<file path="config.mk">
export PLATFORM = sky130hd
export DESIGN_NAME = mem_port_arbiter
export DESIGN_NICKNAME = d
export VERILOG_FILES = /design/src/rtl/mem_port_arbiter.sv
export SDC_FILE = /design/constraint.sdc
export NUM_CORES = 1
export LEC_CHECK = 0
export CORE_MARGIN = 1.5
export CORE_UTILIZATION = 44
export CTS_CLUSTER_DIAMETER = 40
export DETAILED_ROUTE_END_ITERATION = 8
export PLACE_DENSITY = 0.83
export SLEW_MARGIN = 20
export SYNTH_ARGS = -nofsm -noshare
export SYNTH_HDL_FRONTEND = slang
export SYNTH_SLANG_ARGS = --single-unit
</file>
<file path="constraint.sdc">
create_clock -name clk -period 2.8 [get_ports clk]
set_clock_uncertainty 0.05 [all_clocks]
set_input_delay 0.7 -clock clk [delete_from_list [all_inputs] [get_ports clk]]
set_output_delay 0.7 -clock clk [all_outputs]
set_load 0.005 [all_outputs]
</file>
<file path="src/rtl/mem_port_arbiter.sv">
// mem_port_arbiter: shares one memory port between an instruction-fetch
// requester and a data requester.
//
// - One transaction is outstanding at a time.
// - The data side has priority.
// - Each transaction walks IDLE -> BUSY_x -> RESP_x -> IDLE.
//
// Build option ARB_STARVE_GUARD_EN adds a starvation guard. Once STARVE_LIMIT
// back-to-back data grants have been made while fetch was waiting, fetch gets
// the next grant. Without the macro the arbiter is strict data-first, and no
// counter is built.
module mem_port_arbiter #(
  parameter int unsigned STARVE_LIMIT = 4
) (
  input  logic        clk,
  input  logic        rst,
  // fetch side
  input  logic        if_req,
  input  logic [31:0] if_addr,
  output logic [31:0] if_rdata,
  output logic        if_ack,
  // data side
  input  logic        dm_req,
  input  logic        dm_we,
  input  logic [31:0] dm_addr,
  input  logic [31:0] dm_wdata,
  output logic [31:0] dm_rdata,
  output logic        dm_ack,
  // shared memory port
  output logic        mem_req,
  output logic        mem_we,
  output logic [31:0] mem_addr,
  output logic [31:0] mem_wdata,
  input  logic [31:0] mem_rdata,
  input  logic        mem_ack,
  // pipeline stalls
  output logic        stall_if,
  output logic        stall_dm
);

  typedef enum logic [2:0] {
    IDLE    = 3'd0,
    BUSY_IF = 3'd1,
    BUSY_DM = 3'd2,
    RESP_IF = 3'd3,
    RESP_DM = 3'd4
  } state_e;

  state_e      state_q, state_d;
  logic        grant_if, grant_dm;
  logic        starved;

  logic        mem_we_q, mem_we_d;
  logic [31:0] mem_addr_q, mem_addr_d;
  logic [31:0] mem_wdata_q, mem_wdata_d;
  logic [31:0] if_rdata_q, if_rdata_d;
  logic [31:0] dm_rdata_q, dm_rdata_d;

`ifdef ARB_STARVE_GUARD_EN
  // The counter only has to reach STARVE_LIMIT, so size it for that value.
  // A limit of 0 still gets a 1-bit counter.
  localparam int unsigned CntW = (STARVE_LIMIT < 1) ? 1 : $clog2(STARVE_LIMIT + 1);

  logic [CntW-1:0] starve_q, starve_d;

  assign starved = (starve_q == CntW'(STARVE_LIMIT));

  // Count data grants made while fetch was waiting. Any grant that leaves
  // fetch not waiting clears the count.
  always_comb begin
    starve_d = starve_q;
    if (grant_if) begin
      starve_d = '0;
    end else if (grant_dm) begin
      if (!if_req)
        starve_d = '0;
      else if (!starved)
        starve_d = starve_q + 1'b1;
    end
  end

  // Starvation counter register.
  always_ff @(posedge clk or negedge rst) begin
    if (!rst) starve_q <= '0;
    else      starve_q <= starve_d;
  end
`else
  // With no guard the limit has no effect and fetch is never forced ahead.
  assign starved = (STARVE_LIMIT == 0) && 1'b0;
`endif

  // Next-state logic and grant decode.
  // Arbitration happens only in IDLE. Once a transaction is granted it runs
  // to completion even if the requester drops req.
  always_comb begin
    state_d  = state_q;
    grant_if = 1'b0;
    grant_dm = 1'b0;
    unique case (state_q)
      IDLE: begin
        if (dm_req && !(if_req && starved)) begin
          grant_dm = 1'b1;
          state_d  = BUSY_DM;
        end else if (if_req) begin
          grant_if = 1'b1;
          state_d  = BUSY_IF;
        end
      end
      BUSY_IF: if (mem_ack) state_d = RESP_IF;
      BUSY_DM: if (mem_ack) state_d = RESP_DM;
      RESP_IF: state_d = IDLE;
      RESP_DM: state_d = IDLE;
      default: state_d = IDLE;
    endcase
  end

  // FSM state register.
  always_ff @(posedge clk or negedge rst) begin
    if (!rst) state_q <= IDLE;
    else      state_q <= state_d;
  end

  // Memory request fields.
  // They are captured at grant time and then held, so the bus stays stable
  // through any number of wait states. Fetch is always a read.
  always_comb begin
    mem_we_d    = mem_we_q;
    mem_addr_d  = mem_addr_q;
    mem_wdata_d = mem_wdata_q;
    if (grant_dm) begin
      mem_we_d    = dm_we;
      mem_addr_d  = dm_addr;
      mem_wdata_d = dm_wdata;
    end else if (grant_if) begin
      mem_we_d    = 1'b0;
      mem_addr_d  = if_addr;
    end
  end

  // Read data capture.
  // Data is latched on the BUSY->RESP edge. A data-side write must not
  // disturb the last data read value.
  always_comb begin
    if_rdata_d = if_rdata_q;
    dm_rdata_d = dm_rdata_q;
    if (state_q == BUSY_IF && mem_ack)
      if_rdata_d = mem_rdata;
    if (state_q == BUSY_DM && mem_ack && !mem_we_q)
      dm_rdata_d = mem_rdata;
  end

  // Datapath registers. All of them clear on reset.
  always_ff @(posedge clk or negedge rst) begin
    if (!rst) begin
      mem_we_q    <= 1'b0;
      mem_addr_q  <= '0;
      mem_wdata_q <= '0;
      if_rdata_q  <= '0;
      dm_rdata_q  <= '0;
    end else begin
      mem_we_q    <= mem_we_d;
      mem_addr_q  <= mem_addr_d;
      mem_wdata_q <= mem_wdata_d;
      if_rdata_q  <= if_rdata_d;
      dm_rdata_q  <= dm_rdata_d;
    end
  end

  // Output decode.
  // Request and ack are decoded straight from state, so reset drops them
  // without waiting for a clock edge.
  assign mem_req   = (state_q == BUSY_IF) || (state_q == BUSY_DM);
  assign if_ack    = (state_q == RESP_IF);
  assign dm_ack    = (state_q == RESP_DM);

  // mem_we is masked outside BUSY so that it reads 0 whenever the bus is idle.
  assign mem_we    = mem_we_q && (state_q == BUSY_DM);
  assign mem_addr  = mem_addr_q;
  assign mem_wdata = mem_wdata_q;
  assign if_rdata  = if_rdata_q;
  assign dm_rdata  = dm_rdata_q;

  assign stall_if  = if_req & ~if_ack;
  assign stall_dm  = dm_req & ~dm_ack;

endmodule

</file>
After elaboration in Yosys (flattened, before gate mapping)
Cells that the tools add are included.
{"block": "classes", "n_eq_ne": 7, "muxes": 14, "bitwise": 4, "reduce_logical": 9}
{"operator": "two-way mux 32 bit", "n": 2}
{"operator": "two-way mux 3 bit", "n": 4}
{"operator": "case mux 3 bit (3 select lines)", "n": 1}
{"operator": "two-way mux 1 bit", "n": 7}
{"operator": "equality test 3 x 2 -> 1 bit, second input constant", "n": 2}
{"operator": "logical AND 1 bit", "n": 4}
{"operator": "!= test 2 bit, second input constant", "n": 2}
{"operator": "equality test 3 x 1 -> 1 bit, second input constant", "n": 1}
{"operator": "equality test 3 bit, second input constant", "n": 1}
{"operator": "zero test 3 bit", "n": 1}
{"operator": "!= test 3 bit, second input constant", "n": 1}
{"operator": "AND reduction 3 bit", "n": 1}
{"operator": "bitwise AND 1 bit", "n": 2}
{"operator": "inverter 1 bit", "n": 2}
{"operator": "nonzero test 2 bit", "n": 1}
{"operator": "zero test 1 bit", "n": 1}
{"operator": "logical OR 1 bit", "n": 1}
{"block": "word_totals", "regBits": 132, "in_bits": 134, "wordCells": 40}

Longest topological paths before layout
{"block": "depth", "ltp_word": 5, "ltp_mapped": 6, "ltp_nobuf": 3}

Least setup slack after synthesis
Ideal clock, no wire load.
{"block": "synth_path", "path_kind": "input to output", "startpoint": "input dm_req", "endpoint": "output stall_dm", "arrival_time_ns": 1.146, "required_time_ns": 2.050, "slack_ns": 0.904, "path_stages": 3, "path_buffers": 1, "path_cell_list": "inv_1 > clkbuf_1 > nor2_1"}
{"block": "synth_between", "elab_chain_len": 1}
{"element": "from (decl)", "line": "23", "rtl": "input logic dm_req,"}
{"element": "bitwise AND 1 bit", "line": "184", "rtl": "assign stall_dm = dm_req & ~dm_ack;"}
{"element": "to (decl)", "line": "38", "rtl": "output logic stall_dm"}
Every way passes these cells.

Final worst setup path
{"block": "layout_path", "startpoint": "register state_q[0]", "endpoint": "output mem_we"}
{"block": "layout_between", "elab_chain_len": 2}
{"element": "from (decl)", "line": "49", "rtl": "state_e state_q, state_d;"}
{"element": "from (signal assigned)", "line": "120", "rtl": "else state_q <= state_d;"}
{"element": "equality test 3 x 2 -> 1 bit", "line": "177", "rtl": "assign mem_we = mem_we_q && (state_q == BUSY_DM);"}
{"element": "logical AND 1 bit", "line": "177"}
{"element": "to (decl)", "line": "31", "rtl": "output logic mem_we,"}
Every way passes these cells.

==> results <==
[flip-flops by register name, indices dropped and copies added, names as in the netlist]
signal,flops
mem_we_q,1
state_q,3
mem_addr,32
dm_rdata,32
if_rdata,32
mem_wdata,32
[worst paths after layout]
path	depth (start not counted)	startpoint	slack, ps	to
min reg2reg	1	if_rdata[9]	430	if_rdata[9]
min	1	rst	190	dm_rdata[25]
max in group asynchronous	2	rst	1780	dm_rdata[10]
min in group clk	1	if_rdata[9]	430	if_rdata[9]
max reg2reg	3	state_q[1]	940	mem_addr[23]
max	3	state_q[0]	150	mem_we
[cell families (layout without fill, tap and decap cells)]
logic type / after synthesis / in the layout / synth area share
DFF: 132 / 132 / 0.610
muxes: 97 / 97 / 0.202
AOI/OAI and AO/OA: 67 / 67 / 0.0993
and+or+nand+nor: 55 / 55 / 0.0508
buffers and inverters: 30 / 313 / 0.0383
[placed cells by master, fill, tap and decap left out]
| cell | n |
|---|---|
| a32oi_1 | 32 |
| a21oi_1 | 1 |
| nor3_1 | 2 |
| and2_1 | 1 |
| clkdlybuf4s50_1 | 266 |
| a211oi_1 | 1 |
| nand2b_4 | 1 |
| buf_12 | 4 |
| clkinv_2 | 3 |
| dfrtp_2 | 2 |
| clkinv_4 | 3 |
| nor2b_1 | 2 |
| clkbuf_8 | 2 |
| clkbuf_1 | 1 |
| nor2_1 | 5 |
| nor2_2 | 2 |
| or3_2 | 1 |
| nor3_4 | 1 |
| nor3b_1 | 1 |
| buf_4 | 10 |
| nor4b_4 | 2 |
| clkinvlp_4 | 1 |
| mux2_2 | 88 |
| o21ai_0 | 1 |
| dfrtp_1 | 130 |
| bufinv_16 | 4 |
| inv_6 | 1 |
| nand2_1 | 35 |
| mux2_1 | 9 |
| a22oi_1 | 32 |
| nand2b_1 | 2 |
| clkbuf_16 | 17 |
| inv_1 | 1 |
[routing by layer]
metal	track usage	wire length (um)	vias to the layer above
li1	-	-	1951
met3	0.0728	1160	33
met1	0.271	5870	2116
met2	0.432	8200	203
met5	0	0	-
met4	0.108	449	0
[synth_stat cells (2+ instances only)]
cell | number | area (um2)
mux2_1 | 9 | 101
nand2_1 | 35 | 131
nand2b_1 | 2 | 12.5
buf_6 | 9 | 101
buf_4 | 5 | 37.5
nor3_1 | 2 | 10.0
nor4b_2 | 2 | 30.0
nor2_1 | 6 | 22.5
mux2_2 | 88 | 991
clkbuf_1 | 8 | 30.0
a22oi_1 | 32 | 240
nor2b_1 | 2 | 12.5
buf_2 | 7 | 35.0
dfrtp_1 | 132 | 3300
a32oi_1 | 32 | 280
[what timing repair did]
action | in CTS | in global routing
endpoints found under the hold margin | 0 | 0
endpoints found under the setup margin | 0 | 1
resized for setup | 0 | 2
[metrics by stage]
stage	setup WS (ps)	cells	total power, mW	util	hold WS [ps]
after global placement	163	779	7.68	0.686	418
after detailed placement	175	779	7.87	0.686	426
after floorplan	904	381	5.27	-	354
after global routing	38.3	811	10.8	0.739	211
final	153	811	10.2	0.739	190
after CTS	42.5	811	10.3	0.738	201
[power groups by stage]
stage               clock network [mW]  logic (mW)  registers [mW]
finish                            2.35        4.30            3.55
floorplan                            0        1.77            3.50
global route                      2.49        4.61            3.68
CTS                               2.40        4.35            3.55
global placement                     0        4.19            3.49
detailed placement                   0        4.31            3.56
[layout make-up]
class,instances,area [um2],share of cell area
Clock buffer,20,457,0.0515
Tap cell,147,184,0.0207
Multi-Input combinational cell,219,1930,0.217
Inverter,1,3.75,0.000423
Sequential cell,132,3310,0.373
Timing Repair Buffer,280,2820,0.318
Clock inverter,12,178,0.0200
==> impl_results.md <==
* Number of antenna-violating nets in the routed design at 0
* Critical path class: reg2out
* Vias at 4,303
* IO buf count at between 200 and 300
* Vias in the first global route at between 4,000 and 5,000
* Initial antenna violation count at 0
* Max-Cap Viols at 0
* Period Utilization, post-route at 0.945
* Die width at approximately 110 um
* Final Max Tran Viols at 0
* Post-synth top flop: dfrtp_1
* Pwr/cell area at between 1000 and 1500 nW/um2
* Net Sw Frac at 0.289
* Gate power share at 0.422
* Register area share after synthesis at 0.610
* Final nets at a little under 800
* RSZ-0062 raised after global routing: no
* Setup Viol. Count Final at 0
* CTS tree: done
* GP Congestion at about 0.76
* Cts bufs inserted at 17
* Max FO, Critical Path at 10
* Pint at approximately 7.2 mW
* Clock Latency Late Sink at about 410 ps
* Die H at 114 um
* Post-CTS Hold Buffers at 0
* Cells along the critical path: nand2b_4, nor3b_1, clkdlybuf4s50_1
* Layout fillers at slightly above 800
* Area Overhead vs Synth at 63.8%
* Die area at ~13,000 um2
* Sequential Power Share at 0.348
* GRT Total Usage at 0.244
* DP Area at between 8000 and 9000 um2
* Root buf cell: clkbuf_16
* Status: completed
* Static Leak at about 3.7 nW
* Initial core utilization at 0.451
* Design Area, Final at 8870 um2
* Post-Syn Nets at approximately 520
* Hpwl dp at 11.3 mm
* Crit-path max cell delay at approximately 580 ps
* Via density at ~5.3
* Buf+Inv Stages, Crit Path at 1
* Setup TNS at 0 ps
* Setup crit start kind: register
* Critical Path AT at about 1900 ps
* GRT overflow at 0
* Worst-path clk slew at approximately 60 ps
* Ant diodes at 0
* Synthesized area at about 5400 um2
* Worst Tran Pin Value at around 620 ps
* Post-route DRC violation count at 0
* Distinct cells, synth at 25
* Mapped Avg Cell Area at ~14 um2
* Clock buffer depth at 2
* Hold Path Class: in2async
* Wirelength, routed at about 16 mm
* Row cnt at 40
* CTS H-Tree Depth at 4
* First-pass GRT wire length at about 24 mm
* Mapped Cells at approximately 380
* Sw Pwr at approximately 3.0 mW
* Worst slew margin at 0.588
* Peak VDD IR at ~0.00060 V
* Setup Fix Bufs, Post-CTS at 0
* Layout cells sized above 1 at 0.214
* Crit-path slowest cell: clkdlybuf4s50_1
* Mean routed wirelength per cell at approximately 19 um
* Critical Path End Type: output port
* Synth warn at 0
* First DRT Iteration DRCs at between 150 and 200
* Clock power frac at 0.230
* Final min period at ~2600 ps
* Top delay family on crit path: buffers and inverters
* Area of the core at approximately 12,000 um2
* Largest net degree at the start of global routing at 52
* Critical path data required time at slightly above 2000 ps
* Synthesis-stage register bit count at 132
* Number of synthesized flops with an enable pin at 0
* First drt pass iteration count at 4
* Fmax achieved at around 380 MHz
* Clk sinks at approximately 130
* # IOs at 268
* Fraction of registers with async set/reset at 1.00
* Endpoints failing hold at 0
(Power assumes the default switching activity.)
